--- src/rtl/clock_pkg.sv ---
// rtl/clock_pkg.sv - shared types, field moduli and BCD helpers for the clock counters.
package clock_pkg;

  typedef enum logic [1:0] {
    IDLE   = 2'd0,
    DELAY  = 2'd1,
    REPEAT = 2'd2
  } repeat_state_t;

  localparam int MOD_SEC  = 60;
  localparam int MOD_MIN  = 60;
  localparam int MOD_HOUR = 24;

  function automatic int max2(input int a, input int b);
    return (a > b) ? a : b;
  endfunction

  function automatic logic [3:0] bcd_tens(input logic [6:0] v);
    logic [6:0] t;
    t = v / 7'd10;
    return t[3:0];
  endfunction

  function automatic logic [3:0] bcd_ones(input logic [6:0] v);
    logic [6:0] r;
    r = v % 7'd10;
    return r[3:0];
  endfunction

endpackage

--- src/rtl/adjust_repeat.sv ---
// rtl/adjust_repeat.sv - press-and-hold auto-repeat for up/down adjust buttons.
// Steps are combinational strobes so the consumer commits them on the next edge.
module adjust_repeat
  import clock_pkg::*;
#(
  parameter int REPEAT_DELAY  = 16,
  parameter int REPEAT_PERIOD = 4
) (
  input  logic clk,
  input  logic clear_n,
  input  logic enable,
  input  logic hold,
  input  logic up,
  input  logic dn,
  output logic step_up,
  output logic step_dn
);

  localparam int TW = $clog2(max2(REPEAT_DELAY, REPEAT_PERIOD)) + 1;
  localparam logic [TW-1:0] DELAY_LOAD  = TW'(REPEAT_DELAY - 1);
  localparam logic [TW-1:0] PERIOD_LOAD = TW'(REPEAT_PERIOD - 1);

  repeat_state_t state_q, state_d;
  logic [TW-1:0] timer_q, timer_d;
  logic          dir_up_q, dir_up_d;
  logic          single, same_dir, step;

  assign single   = up ^ dn;
  assign same_dir = single && (up == dir_up_q);

  always_ff @(posedge clk or negedge clear_n) begin
    if (!clear_n) begin
      state_q  <= IDLE;
      timer_q  <= '0;
      dir_up_q <= 1'b0;
    end else begin
      state_q  <= state_d;
      timer_q  <= timer_d;
      dir_up_q <= dir_up_d;
    end
  end

  // hold freezes the whole machine, so releasing it resumes mid-count.
  always_comb begin
    state_d  = state_q;
    timer_d  = timer_q;
    dir_up_d = dir_up_q;
    step     = 1'b0;
    if (!hold) begin
      if (!enable) begin
        state_d = IDLE;
        timer_d = '0;
      end else begin
        case (state_q)
          IDLE: begin
            if (single) begin
              step     = 1'b1;
              dir_up_d = up;
              timer_d  = DELAY_LOAD;
              state_d  = DELAY;
            end
          end
          DELAY, REPEAT: begin
            if (!same_dir) begin
              state_d = IDLE;
              timer_d = '0;
            end else if (timer_q == '0) begin
              step    = 1'b1;
              timer_d = PERIOD_LOAD;
              state_d = REPEAT;
            end else begin
              timer_d = timer_q - TW'(1);
            end
          end
          default: begin
            state_d = IDLE;
            timer_d = '0;
          end
        endcase
      end
    end
    step_up = step & dir_up_d;
    step_dn = step & ~dir_up_d;
  end

endmodule

--- src/rtl/mod_counter.sv ---
// rtl/mod_counter.sv - modulo-N time-digit counter with preset, adjust repeat and BCD split.
module mod_counter
  import clock_pkg::*;
#(
  parameter int  MODULUS       = 24,
  parameter int  REPEAT_DELAY  = 16,
  parameter int  REPEAT_PERIOD = 4,
  localparam int WIDTH         = $clog2(MODULUS)
) (
  input  logic             clk,
  input  logic             clear_n,
  input  logic             tick,
  input  logic             keep,
  input  logic             adjust,
  input  logic             adj_up,
  input  logic             adj_dn,
  input  logic             load,
  input  logic [WIDTH-1:0] load_value,
  output logic [WIDTH-1:0] value,
  output logic [3:0]       tens,
  output logic [3:0]       ones,
  output logic             carry,
  output logic             at_zero
);

  localparam logic [WIDTH:0]   MOD_EXT = (WIDTH + 1)'(MODULUS);
  localparam logic [WIDTH-1:0] MAX_V   = WIDTH'(MODULUS - 1);

  logic [1:0]       rst_sync_q;
  logic             rst_n;
  logic [WIDTH-1:0] value_q, value_d;
  logic             carry_q, carry_d;
  logic             step_up, step_dn;
  logic             at_max, load_ok;

  // Assert asynchronously, release two edges later to avoid recovery hazards.
  always_ff @(posedge clk or negedge clear_n) begin
    if (!clear_n) begin
      rst_sync_q <= 2'b00;
    end else begin
      rst_sync_q <= {rst_sync_q[0], 1'b1};
    end
  end

  assign rst_n = rst_sync_q[1];

  adjust_repeat #(
    .REPEAT_DELAY (REPEAT_DELAY),
    .REPEAT_PERIOD(REPEAT_PERIOD)
  ) u_adjust_repeat (
    .clk    (clk),
    .clear_n(rst_n),
    .enable (adjust),
    .hold   (keep),
    .up     (adj_up),
    .dn     (adj_dn),
    .step_up(step_up),
    .step_dn(step_dn)
  );

  assign at_max  = (value_q == MAX_V);
  assign load_ok = ({1'b0, load_value} < MOD_EXT);

  always_comb begin
    value_d = value_q;
    carry_d = 1'b0;
    if (load) begin
      if (load_ok) begin
        value_d = load_value;
      end
    end else if (!keep && adjust) begin
      if (step_up) begin
        value_d = at_max ? '0 : value_q + WIDTH'(1);
      end else if (step_dn) begin
        value_d = (value_q == '0) ? MAX_V : value_q - WIDTH'(1);
      end
    end else if (!keep && tick) begin
      value_d = at_max ? '0 : value_q + WIDTH'(1);
      carry_d = at_max;
    end
  end

  always_ff @(posedge clk or negedge rst_n) begin
    if (!rst_n) begin
      value_q <= '0;
      carry_q <= 1'b0;
    end else begin
      value_q <= value_d;
      carry_q <= carry_d;
    end
  end

  assign value   = value_q;
  assign carry   = carry_q;
  assign at_zero = (value_q == '0);
  assign tens    = bcd_tens(7'(value_q));
  assign ones    = bcd_ones(7'(value_q));

endmodule

--- config.mk ---
export PLATFORM = sky130hd
export DESIGN_NAME = mod_counter
export DESIGN_NICKNAME = d
export VERILOG_FILES = /design/src/rtl/clock_pkg.sv /design/src/rtl/adjust_repeat.sv /design/src/rtl/mod_counter.sv
export SDC_FILE = /design/constraint.sdc
export NUM_CORES = 1
export LEC_CHECK = 0
export ABC_AREA = 1
export CAP_MARGIN = 0
export CORE_ASPECT_RATIO = 0.6
export CORE_UTILIZATION = 47
export DETAILED_ROUTE_END_ITERATION = 12
export GPL_ROUTABILITY_DRIVEN = 0
export PLACE_DENSITY_LB_ADDON = 0.3
export SETUP_SLACK_MARGIN = 0.2
export SLEW_MARGIN = 40
export SYNTH_ARGS = -nofsm -noshare
export SYNTH_HDL_FRONTEND = slang
export SYNTH_SLANG_ARGS = --single-unit
--- constraint.sdc ---
create_clock -name clk -period 2.95 [get_ports clk]
set_clock_uncertainty 0.05 [all_clocks]
set_input_delay 0.295 -clock clk [delete_from_list [all_inputs] [get_ports clk]]
set_output_delay 0.295 -clock clk [all_outputs]
set_load 0.05 [all_outputs]
==> run metrics <==
NetSw 0.7342 mW; status finished, final reports clean; RSZ-0062 raised after global routing false; grt ovf 0; worst setup margin 0.3697 ns; Min Clock Period, post-route 2.580 ns; Worst-Skew Late Latency 0.26 ns; Die H 44.52 um; # diodes 0; Seq pwr share 0.199; Hold Vio Cnt, Final 0; clock slew at reported path FFs 0.06 ns; Least-Margin Pin Slew 0.5816 ns; TritonCTS clock tree built; Max FO, Critical Path 6; xor/xnor share of the synthesized area 0.04240; max incr delay on CP 0.43 ns; row cnt 15; final net count 263; required time of the critical path 2.61 ns; Max-Cap Viols 0; fraction of layout cells with a size suffix above 1 0.2250; Core ar. 2872 um2; post-synthesis adder-cell area fraction 0.07951; root buffer cell clkbuf_8; Comb pwr share 0.672; Critical Path, Cell by Cell inv_4 > ha_2 > inv_1 > o21ai_4 > nand2_2 > nand2_2 > inv_1 > ha_1 > o21ai_1 > nand2_1 > nand2_4 > nand2_1 > nand2_4 > buf_12; 1st-pass router iterations 5; CP max-delay cell dfrtp_2; Yosys reg bits 16; die area 3244 um2; initial DRC count 97; Final Setup Violations 0; Sw Share 0.4762; Critical Path AT 2.24 ns; # IOs 28; Pins Over Slew Limit 0; H-tree depth 1; Pwr Density 810.1 nW/um2; largest family of logic cells by synthesized area simple AND/OR/NAND/NOR gates; CP Launch Type flop; Worst VDD drop 0.7247 mV; compound-gate portion of the synthesized area 0.1087; Setup CP Type reg2out; Syn. warnings 0; simple logic cell fraction of the synthesized area 0.3481; Die W 72.87 um; synthesized area per cell 6.909 um2; Layout Area Growth over Synthesis 34.36%; vias in the first global route 1045; I/O Buffers 25; Tot GR Track Use 0.2135; synthesized cell area 1416 um2; f_max 0.3876 GHz; antenna violations before repair 0; largest net degree at the start of global routing 15; routed vias 1410; sequential fraction of the synthesis area 0.2827; Post-Synthesis Cells 205; DR vias/cell 5.000; R2R setup slack 1.12 ns; Final period util 0.8747; Leakage Power 0.9487 nW; pre-CTS setup slack 0.4231 ns; Max clock buf depth 2; WL final 3455 um; setup tns final 0 ns; Rel. slew slack 0.6123; CP delay by family, top simple AND/OR/NAND/NOR gates; Power Internal 0.8076 mW; CP Capture Type output port; Buffers & Inverters on Critical Path 4; clock sinks 16; DRC Markers 0; Clock power frac 0.129; DRT antenna net count 0; Post-DP HPWL 2551 um; Distinct cells, synth 35; wire length per cell 12.25 um; first-pass GRT wire length 5071 um; Initial Util 0.4932; clock buffer count from CTS 3; post-synthesis mux area share 0; worst min-delay path class in2async
-- flip-flops by register name, summed over array words and instances (netlist names) --
register,count
u_adjust_repeat.state_q,2
carry,1
value,5
u_adjust_repeat.timer_q,5
rst_sync_q,2
u_adjust_repeat.dir_up_q,1
-- stage by stage --
stage	cell area, um2	instances	util	total power [mW]	hold WS, ns
after CTS	1814	272	0.6318	1.478	0.1452
after global routing	1903	282	0.6627	1.631	0.1445
after global placement	1747	267	0.6083	1.262	0.2018
final	1903	282	0.6627	1.542	0.1447
after detailed placement	1747	267	0.6083	1.270	0.2076
after floorplan	1454	206	-	0.9608	-0.05059
-- layer usage --
layer | global-route usage | vias to the layer above | wire length [um]
met5 | 0 | - | 0
met4 | 0.05882 | 0 | 30
met3 | 0.05695 | 5 | 214
met2 | 0.2692 | 53 | 1261
met1 | 0.3422 | 632 | 1949
li1 | - | 720 | -
-- placed cells by master, fill, tap and decap left out --
| cell type | n |
|---|---|
| nand2_1 | 48 |
| inv_1 | 29 |
| nand3_1 | 23 |
| clkdlybuf4s50_1 | 21 |
| nor2_1 | 14 |
| buf_4 | 12 |
| dfrtp_1 | 11 |
| a21oi_1 | 9 |
| ha_1 | 7 |
| inv_2 | 5 |
| dfrtp_2 | 5 |
| nand2_2 | 4 |
| nor3_1 | 4 |
| nand2_4 | 4 |
| clkbuf_8 | 4 |
| buf_12 | 4 |
| nand3_2 | 3 |
| nand4_1 | 3 |
| xor2_1 | 3 |
| o22ai_1 | 3 |
| conb_1 | 3 |
| nor2_4 | 2 |
| inv_4 | 2 |
| xnor2_1 | 2 |
| o21ai_0 | 2 |
| ha_2 | 2 |
| o21ai_4 | 1 |
| o21ai_1 | 1 |
| o21ai_2 | 1 |
| a21oi_2 | 1 |
| o21bai_2 | 1 |
| xnor2_2 | 1 |
| nor3_4 | 1 |
| o31ai_1 | 1 |
| o211ai_1 | 1 |
| a31o_2 | 1 |
| a31oi_1 | 1 |
-- final cells by class --
type	instances	area, um2
Sequential cell	16	406.6
Tap cell	42	52.55
Inverter	36	140.1
Fill cell	259	968.4
Timing Repair Buffer	37	380.4
Clock buffer	4	55.05
Multi-Input combinational cell	147	868.3
-- synth_stat cells, drive strengths merged --
master,n,area share
a21oi,10,0.038
a31o,1,0.0062
a31oi,1,0.0044
buf,6,0.031
clkbuf,1,0.0053
conb,2,0.0053
dfrtp,16,0.28
ha,9,0.080
inv,36,0.097
nand2,56,0.16
nand3,26,0.10
nand4,3,0.013
nor2,16,0.048
nor3,5,0.026
o211ai,1,0.0053
o21ai,5,0.028
o21bai,1,0.0079
o22ai,3,0.013
o31ai,1,0.0053
xnor2,3,0.024
xor2,3,0.019
-- power by group through the flow --
| stage | logic [mW] | clock network, mW | registers (mW) |
|---|---|---|---|
| 3_5_place_dp | 0.942 | 0 | 0.328 |
| 3_3_place_gp | 0.936 | 0 | 0.325 |
| 6_report | 1.04 | 0.198 | 0.307 |
| 2_1_floorplan | 0.601 | 0 | 0.360 |
| 4_1_cts | 0.960 | 0.200 | 0.317 |
| 5_1_grt | 1.11 | 0.209 | 0.313 |
-- final timing paths --
check | start | endpoint | cells after the start
worst min register to register | rst_sync_q[1] | u_adjust_repeat.timer_q[4] | 0
worst min-delay path | clear_n | rst_sync_q[0] | 1
max in group asynchronous | rst_sync_q[1] | value[3] | 0
worst max-delay path | value[0] | ones[1] | 14
min in group clk | rst_sync_q[0] | rst_sync_q[1] | 0
worst max register to register | u_adjust_repeat.timer_q[0] | value[3] | 9
-- cells by family after synthesis --
family,count (synthesis)
flops,16
compound gates,23
other cells,2
xor+xnor,6
simple gates,106
buf+inv,43
fa+ha+maj,9
-- repair_timing --
| item | 4_1_cts | 5_1_grt |
|---|---|---|
| gates resized for setup | 2 | 7 |
| buffers inserted | 1 | 10 |
| pin swaps | 0 | 3 |
| cloned | 0 | 0 |
| endpoints found under the setup margin | 2 | 3 |
| hold buffers | 0 | 0 |
No activity file was read; power rests on OpenSTA's default activity.
